File: src/rtl/ac_pkg.sv
// Shared types for the lane dispatcher: FSM state encoding, distribution mode,
// and a width helper for counters that must stay at least one bit wide.
package ac_pkg;

  typedef enum logic [1:0] {
    ST_IDLE  = 2'd0,
    ST_RUN   = 2'd1,
    ST_DRAIN = 2'd2,
    ST_DONE  = 2'd3
  } ac_state_t;

  typedef enum logic {
    MODE_PIXEL = 1'b0,
    MODE_ROW   = 1'b1
  } ac_mode_t;

  function automatic int ac_bits(input int n);
    return (n > 1) ? $clog2(n) : 1;
  endfunction

endpackage

File: src/rtl/ac_sync_fifo.sv
// Single-clock first-word-fall-through FIFO; dout shows the head whenever
// empty is low. Push on full and pop on empty are dropped internally.
module ac_sync_fifo #(
  parameter int WIDTH = 32,
  parameter int DEPTH = 4
) (
  input  logic             clk,
  input  logic             rst,
  input  logic             push,
  input  logic [WIDTH-1:0] din,
  input  logic             pop,
  output logic [WIDTH-1:0] dout,
  output logic             full,
  output logic             empty
);

  localparam int AW = $clog2(DEPTH);
  localparam logic [AW:0] DEPTH_C = (AW + 1)'(DEPTH);

  logic [WIDTH-1:0] mem [DEPTH];
  logic [AW-1:0]    wr_ptr;
  logic [AW-1:0]    rd_ptr;
  logic [AW:0]      count;
  logic             do_push;
  logic             do_pop;

  assign full    = (count == DEPTH_C);
  assign empty   = (count == '0);
  assign do_push = push & ~full;
  assign do_pop  = pop & ~empty;
  assign dout    = mem[rd_ptr];

  always_ff @(posedge clk) begin
    if (rst) begin
      wr_ptr <= '0;
      rd_ptr <= '0;
      count  <= '0;
    end else begin
      if (do_push) wr_ptr <= wr_ptr + 1'b1;
      if (do_pop)  rd_ptr <= rd_ptr + 1'b1;
      case ({do_push, do_pop})
        2'b10:   count <= count + 1'b1;
        2'b01:   count <= count - 1'b1;
        default: count <= count;
      endcase
    end
  end

  // Storage carries no reset: contents are only observable while count > 0.
  always_ff @(posedge clk) begin
    if (do_push) mem[wr_ptr] <= din;
  end

endmodule

File: src/rtl/ac_lane_dispatch.sv
// Distributes one frame of pixel beats round-robin over NUM_LANES FWFT FIFOs,
// either per pixel or per row, and checks tlast/user framing against position.
//
// state    | meaning
// ST_IDLE  | waiting for start; mode is captured on start
// ST_RUN   | accepting beats into the target lane FIFO
// ST_DRAIN | last pixel accepted, waiting for every lane FIFO to empty
// ST_DONE  | one-cycle frame_done, then back to idle
module ac_lane_dispatch
  import ac_pkg::*;
#(
  parameter int AXIS_DATA_WIDTH = 32,
  parameter int UPSP_DATA_WIDTH = 32,
  parameter int NUM_LANES       = 4,
  parameter int FIFO_DEPTH      = 4,
  parameter int SRC_IMG_WIDTH   = 960,
  parameter int SRC_IMG_HEIGHT  = 540
) (
  input  logic                                 clk,
  input  logic                                 rst,
  input  logic                                 start,
  input  logic                                 mode,
  output logic                                 busy,
  output logic                                 frame_done,
  output logic                                 err_sync,
  input  logic                                 s_axis_tvalid,
  output logic                                 s_axis_tready,
  input  logic [AXIS_DATA_WIDTH-1:0]           s_axis_tdata,
  input  logic                                 s_axis_tlast,
  input  logic                                 s_axis_user,
  output logic [NUM_LANES-1:0]                 ac_upsp_rvalid,
  output logic [NUM_LANES*UPSP_DATA_WIDTH-1:0] ac_upsp_rdata,
  input  logic [NUM_LANES-1:0]                 upsp_ac_rd
);

  localparam int CW = ac_bits(SRC_IMG_WIDTH);
  localparam int RW = ac_bits(SRC_IMG_HEIGHT);
  localparam int LW = ac_bits(NUM_LANES);
  localparam logic [CW-1:0] COL_LAST  = CW'(SRC_IMG_WIDTH - 1);
  localparam logic [RW-1:0] ROW_LAST  = RW'(SRC_IMG_HEIGHT - 1);
  localparam logic [LW-1:0] LANE_LAST = LW'(NUM_LANES - 1);

  ac_state_t      state, state_nxt;
  ac_mode_t       mode_q;
  logic [CW-1:0]  col;
  logic [RW-1:0]  row;
  logic [LW-1:0]  lane;

  logic [NUM_LANES-1:0] push_vec;
  logic [NUM_LANES-1:0] pop_vec;
  logic [NUM_LANES-1:0] full_vec;
  logic [NUM_LANES-1:0] empty_vec;

  logic accept;
  logic start_ok;
  logic col_last;
  logic row_last;
  logic first_px;
  logic lane_adv;
  logic framing_bad;

  assign accept      = s_axis_tvalid & s_axis_tready;
  assign start_ok    = (state == ST_IDLE) & start;
  assign col_last    = (col == COL_LAST);
  assign row_last    = (row == ROW_LAST);
  assign first_px    = (col == '0) & (row == '0);
  assign lane_adv    = (mode_q == MODE_PIXEL) ? 1'b1 : col_last;
  assign framing_bad = (s_axis_tlast != col_last) | (s_axis_user != first_px);

  always_ff @(posedge clk) begin
    if (rst) state <= ST_IDLE;
    else     state <= state_nxt;
  end

  always_comb begin
    state_nxt = state;
    case (state)
      ST_IDLE:  if (start) state_nxt = ST_RUN;
      ST_RUN:   if (accept && col_last && row_last) state_nxt = ST_DRAIN;
      ST_DRAIN: if (&empty_vec) state_nxt = ST_DONE;
      ST_DONE:  state_nxt = ST_IDLE;
      default:  state_nxt = ST_IDLE;
    endcase
  end

  // A same-cycle pop does not release a full lane: full_vec is registered state.
  always_comb begin
    busy          = 1'b0;
    frame_done    = 1'b0;
    s_axis_tready = 1'b0;
    case (state)
      ST_RUN: begin
        busy          = 1'b1;
        s_axis_tready = ~full_vec[lane];
      end
      ST_DRAIN: busy       = 1'b1;
      ST_DONE:  frame_done = 1'b1;
      default: ;
    endcase
  end

  // Position counters follow accepted beats only; tlast never resyncs them.
  always_ff @(posedge clk) begin
    if (rst) begin
      mode_q <= MODE_PIXEL;
      col    <= '0;
      row    <= '0;
      lane   <= '0;
    end else if (start_ok) begin
      mode_q <= ac_mode_t'(mode);
      col    <= '0;
      row    <= '0;
      lane   <= '0;
    end else if (accept) begin
      if (col_last) begin
        col <= '0;
        row <= row_last ? '0 : row + 1'b1;
      end else begin
        col <= col + 1'b1;
      end
      if (lane_adv) lane <= (lane == LANE_LAST) ? '0 : lane + 1'b1;
    end
  end

  always_ff @(posedge clk) begin
    if (rst)                         err_sync <= 1'b0;
    else if (start_ok)               err_sync <= 1'b0;
    else if (accept && framing_bad)  err_sync <= 1'b1;
  end

  for (genvar i = 0; i < NUM_LANES; i++) begin : g_lane
    assign push_vec[i]       = accept & (lane == LW'(i));
    assign pop_vec[i]        = upsp_ac_rd[i] & ~empty_vec[i];
    assign ac_upsp_rvalid[i] = ~empty_vec[i];

    ac_sync_fifo #(
      .WIDTH (UPSP_DATA_WIDTH),
      .DEPTH (FIFO_DEPTH)
    ) u_fifo (
      .clk   (clk),
      .rst   (rst),
      .push  (push_vec[i]),
      .din   (UPSP_DATA_WIDTH'(s_axis_tdata)),
      .pop   (pop_vec[i]),
      .dout  (ac_upsp_rdata[i*UPSP_DATA_WIDTH +: UPSP_DATA_WIDTH]),
      .full  (full_vec[i]),
      .empty (empty_vec[i])
    );
  end

endmodule

File: config.mk
export PLATFORM = sky130hd
export DESIGN_NAME = ac_lane_dispatch
export DESIGN_NICKNAME = d
export VERILOG_FILES = /design/src/rtl/ac_pkg.sv /design/src/rtl/ac_sync_fifo.sv /design/src/rtl/ac_lane_dispatch.sv
export SDC_FILE = /design/constraint.sdc
export NUM_CORES = 1
export LEC_CHECK = 0
export ABC_AREA = 1
export CAP_MARGIN = 20
export CORE_MARGIN = 1
export CORE_UTILIZATION = 50
export DETAILED_ROUTE_END_ITERATION = 7
export GPL_TIMING_DRIVEN = 0
export PLACE_DENSITY = 0.74
export SETUP_SLACK_MARGIN = 0.05
export SLEW_MARGIN = 20
export SYNTH_ARGS = -nofsm -noshare
export SYNTH_HDL_FRONTEND = slang
export SYNTH_SLANG_ARGS = --single-unit
File: constraint.sdc
create_clock -name clk -period 3.7 [get_ports clk]
set_clock_uncertainty 0.15 [all_clocks]
set_input_delay 0.74 -clock clk [delete_from_list [all_inputs] [get_ports clk]]
set_output_delay 0.74 -clock clk [all_outputs]
set_load 0.02 [all_outputs]
==> flow_summary.json <==
{
  "synthCells": 1707,
  "r2r_start": "g_lane[3].u_fifo.count[1]",
  "synth_seq_cells": 574,
  "synthesis.yosys.warnings": 0,
  "leakagePower_uw": 0.00935,
  "row_count": 76,
  "core_area_mm2": 0.0436,
  "fin_cells": 2593,
  "dieWidth_um": 213,
  "dieArea_mm2": 0.0454,
  "crit_path_start_kind": "flip-flop",
  "p_per_area_mw_per_mm2": 578,
  "grt_max_degree": 23,
  "wl_per_cell_um": 21.8,
  "syn_area_per_cell_um2": 13.1,
  "relSlewSlack_pct": 47.9,
  "clock_sinks": 574,
  "place_congestion": 0.833,
  "crit_path_max_fanout": 10,
  "drt_pass1_iterations": 5,
  "fin_ws_ns": 0.0569,
  "drive_gt1_share_pct": 11.6,
  "path_clk_slew_ns": 0.06,
  "setup_violations": 0,
  "cp-end-kind": "output port",
  "numCtsBuffers": 57,
  "cts_setup_buffers": 0,
  "ir_drop_uv": 396,
  "p_total_uw": 15800,
  "highest_layer": "met4",
  "grt_pass1_vias": 14526,
  "syn-cell-area_mm2": 0.0223,
  "drt_iter0_markers": 1516,
  "p_comb_share_pct": 15.8,
  "post-dp-hpwl_mm": 35.9,
  "h-tree-depth": 2,
  "p_int_uw": 11700,
  "power.switching_uw": 4080,
  "clockBufferDepth": 3,
  "syn_to_final_growth_pct": 22.8,
  "grt_pass1_wl_mm": 83.0,
  "period_minus_slack_ns": 3.64,
  "syn_nets": 1787,
  "maxCapViolCount": 0,
  "hp-class": "flip-flop to flip-flop",
  "seq_area_frac_synth_pct": 74.6,
  "rsz0062_at_grt": "true",
  "dr_total_vias": 14756,
  "die_y_um": 213,
  "period_share_pct": 98.5,
  "grt-ovfl-total": 0,
  "hold_viol_final": 0,
  "drc": 0,
  "tns_ns": 0,
  "wl_met3_mm": 4.61,
  "antenna_found_initial": 0,
  "postRouteWirelength_mm": 56.6,
  "clock-root-buffer": "clkbuf_16",
  "ant_nets": 0,
  "pwr-share-seq_pct": 46.2,
  "min_from": "g_lane[1].u_fifo.count[0]",
  "nets": 2040,
  "status": "completed",
  "critPathKind": "flip-flop to output port",
  "wl_met2_mm": 27.9,
  "ys_types": 38,
  "pwr-share-clk_pct": 38.1,
  "place_inst": 2486,
  "max_freq_mhz": 274,
  "worst_pin_slew_ns": 0.778,
  "via_per_inst": 5.69,
  "clk_latency_ns": 0.59,
  "cts_tree": "yes",
  "num_io_pins": 179,
  "place_ws_ns": -0.0522,
  "portBuffers": 178,
  "wirelength_met1_mm": 22.3,
  "initial_core_util_pct": 51.2,
  "switching_share_pct": 25.8,
  "grt.total_usage_pct": 25.0,
  "drv_slew": 0,
  "antenna_cells": 0,
  "cp.required_ns": 2.81,
  "cp.arrival_ns": 2.75
}
flip-flops by register name, summed over array words and instances, names as in the netlist, named ones only:
signal and cells:
g_lane.u_fifo.count 12, err_sync 1, g_lane.u_fifo.wr_ptr 8, g_lane.u_fifo.mem 512, state 2, row 10, lane 2, g_lane.u_fifo.rd_ptr 8
mode_q 1, col 10
final timing paths:
check	to	cells after the start	slack [ns]
worst max-delay path	ac_upsp_rdata[83]	4	0.06
worst min-delay path	g_lane[1].u_fifo.count[0]	1	0.31
worst max register to register	g_lane[2].u_fifo.count[2]	16	0.89
worst min register to register	g_lane[1].u_fifo.count[0]	1	0.31
critical path: stages, from the launching register on:
cell,delay [ns]
dfxtp_1,0.59
buf_1,0.45
o21ai_0,0.19
o22ai_1,0.27
clkdlybuf4s50_1,0.66
cells by family (layout without fill, tap and decap cells):
family                     Yosys count  count (layout)  synth area share, %
xor gates and xnor gates             7               7                0.275
adders and majority gates           37              37                 2.21
DFF                                574             574                 74.6
AOI/OAI and AO/OA                  477             477                 11.5
and+or+nand+nor                    437             437                 8.42
buffers and inverters              175             476                 3.00
power by group through the flow:
stage | Combinational [uW] | Sequential [uW] | Clock (uW)
global placement | 2360 | 7440 | 0
detailed placement | 2450 | 7440 | 0
global route | 2670 | 7320 | 6330
finish | 2490 | 7300 | 6020
floorplan | 1280 | 7420 | 0
CTS | 2500 | 7300 | 6080
layout by cell type (no fill, tap or decap), types with 5 or more instances in the layout:
cell	n
clkinv_1	8
buf_12	16
o22ai_2	5
clkbuf_1	18
inv_2	7
a21oi_1	53
o22ai_1	123
ha_1	33
bufinv_16	10
nand4_1	7
nor2_4	17
clkinv_2	17
nand3_1	22
inv_1	83
xor2_1	6
dlymetal6s2s_1	7
edfxtp_1	512
dfxtp_1	62
nor2_1	291
buf_2	13
o21ai_0	286
clkbuf_4	5
o21ai_1	6
clkdlybuf4s50_1	170
clkbuf_2	49
nor3_1	12
nand2_1	61
clkbuf_16	59
synthesized netlist by cell type, drive strengths merged:
master,number,area [um^2]
edfxtp,512,15400
nor2,312,1200
o21ai,292,1460
o22ai,128,801
inv,91,347
clkbuf,69,259
nand2,66,284
dfxtp,62,1240
a21oi,54,274
ha,33,413
nand3,22,110
nor3,14,92.6
buf,11,48.8
nand4,9,68.8
xor2,6,52.6
clkinv,4,15.0
fa,4,80.1
nand3b,4,30.0
nor3b,4,50.1
or2,4,25.0
nor4,2,12.5
a211oi,1,12.5
a22oi,1,7.51
a31oi,1,6.26
xnor2,1,8.76
stage by stage:
step	hold slack, ns	instance area, um^2	util (%)
2_1_floorplan	0.272	22300	-
3_3_place_gp	0.286	24800	56.9
3_5_place_dp	0.307	25200	57.9
4_1_cts	0.312	27300	62.7
5_1_grt	0.347	27400	62.8
6_report	0.312	27400	62.8
per-layer routing:
metal / up-vias / global-route usage (%)
met5: - / 0
met2: 661 / 41.7
li1: 6749 / -
met4: 0 / 9.63
met3: 101 / 4.04
met1: 7245 / 32.9
area by class of cell:
type	count	area, um^2
well taps	585	732
fillers	3279	16200
inverters	95	373
flip-flops and latches	574	16600
plain buffers	80	404
repair buffers	194	2120
clock inverters	41	467
clock buffers	66	1500
multi-input cells	958	5140
repair_timing:
action	in CTS	in global routing
gates cloned	0	0
gates resized for setup	73	34
hold buffers	0	0
endpoints found under the setup margin	128	64
pin swaps	0	0
Power figures use the tool's default switching activity.
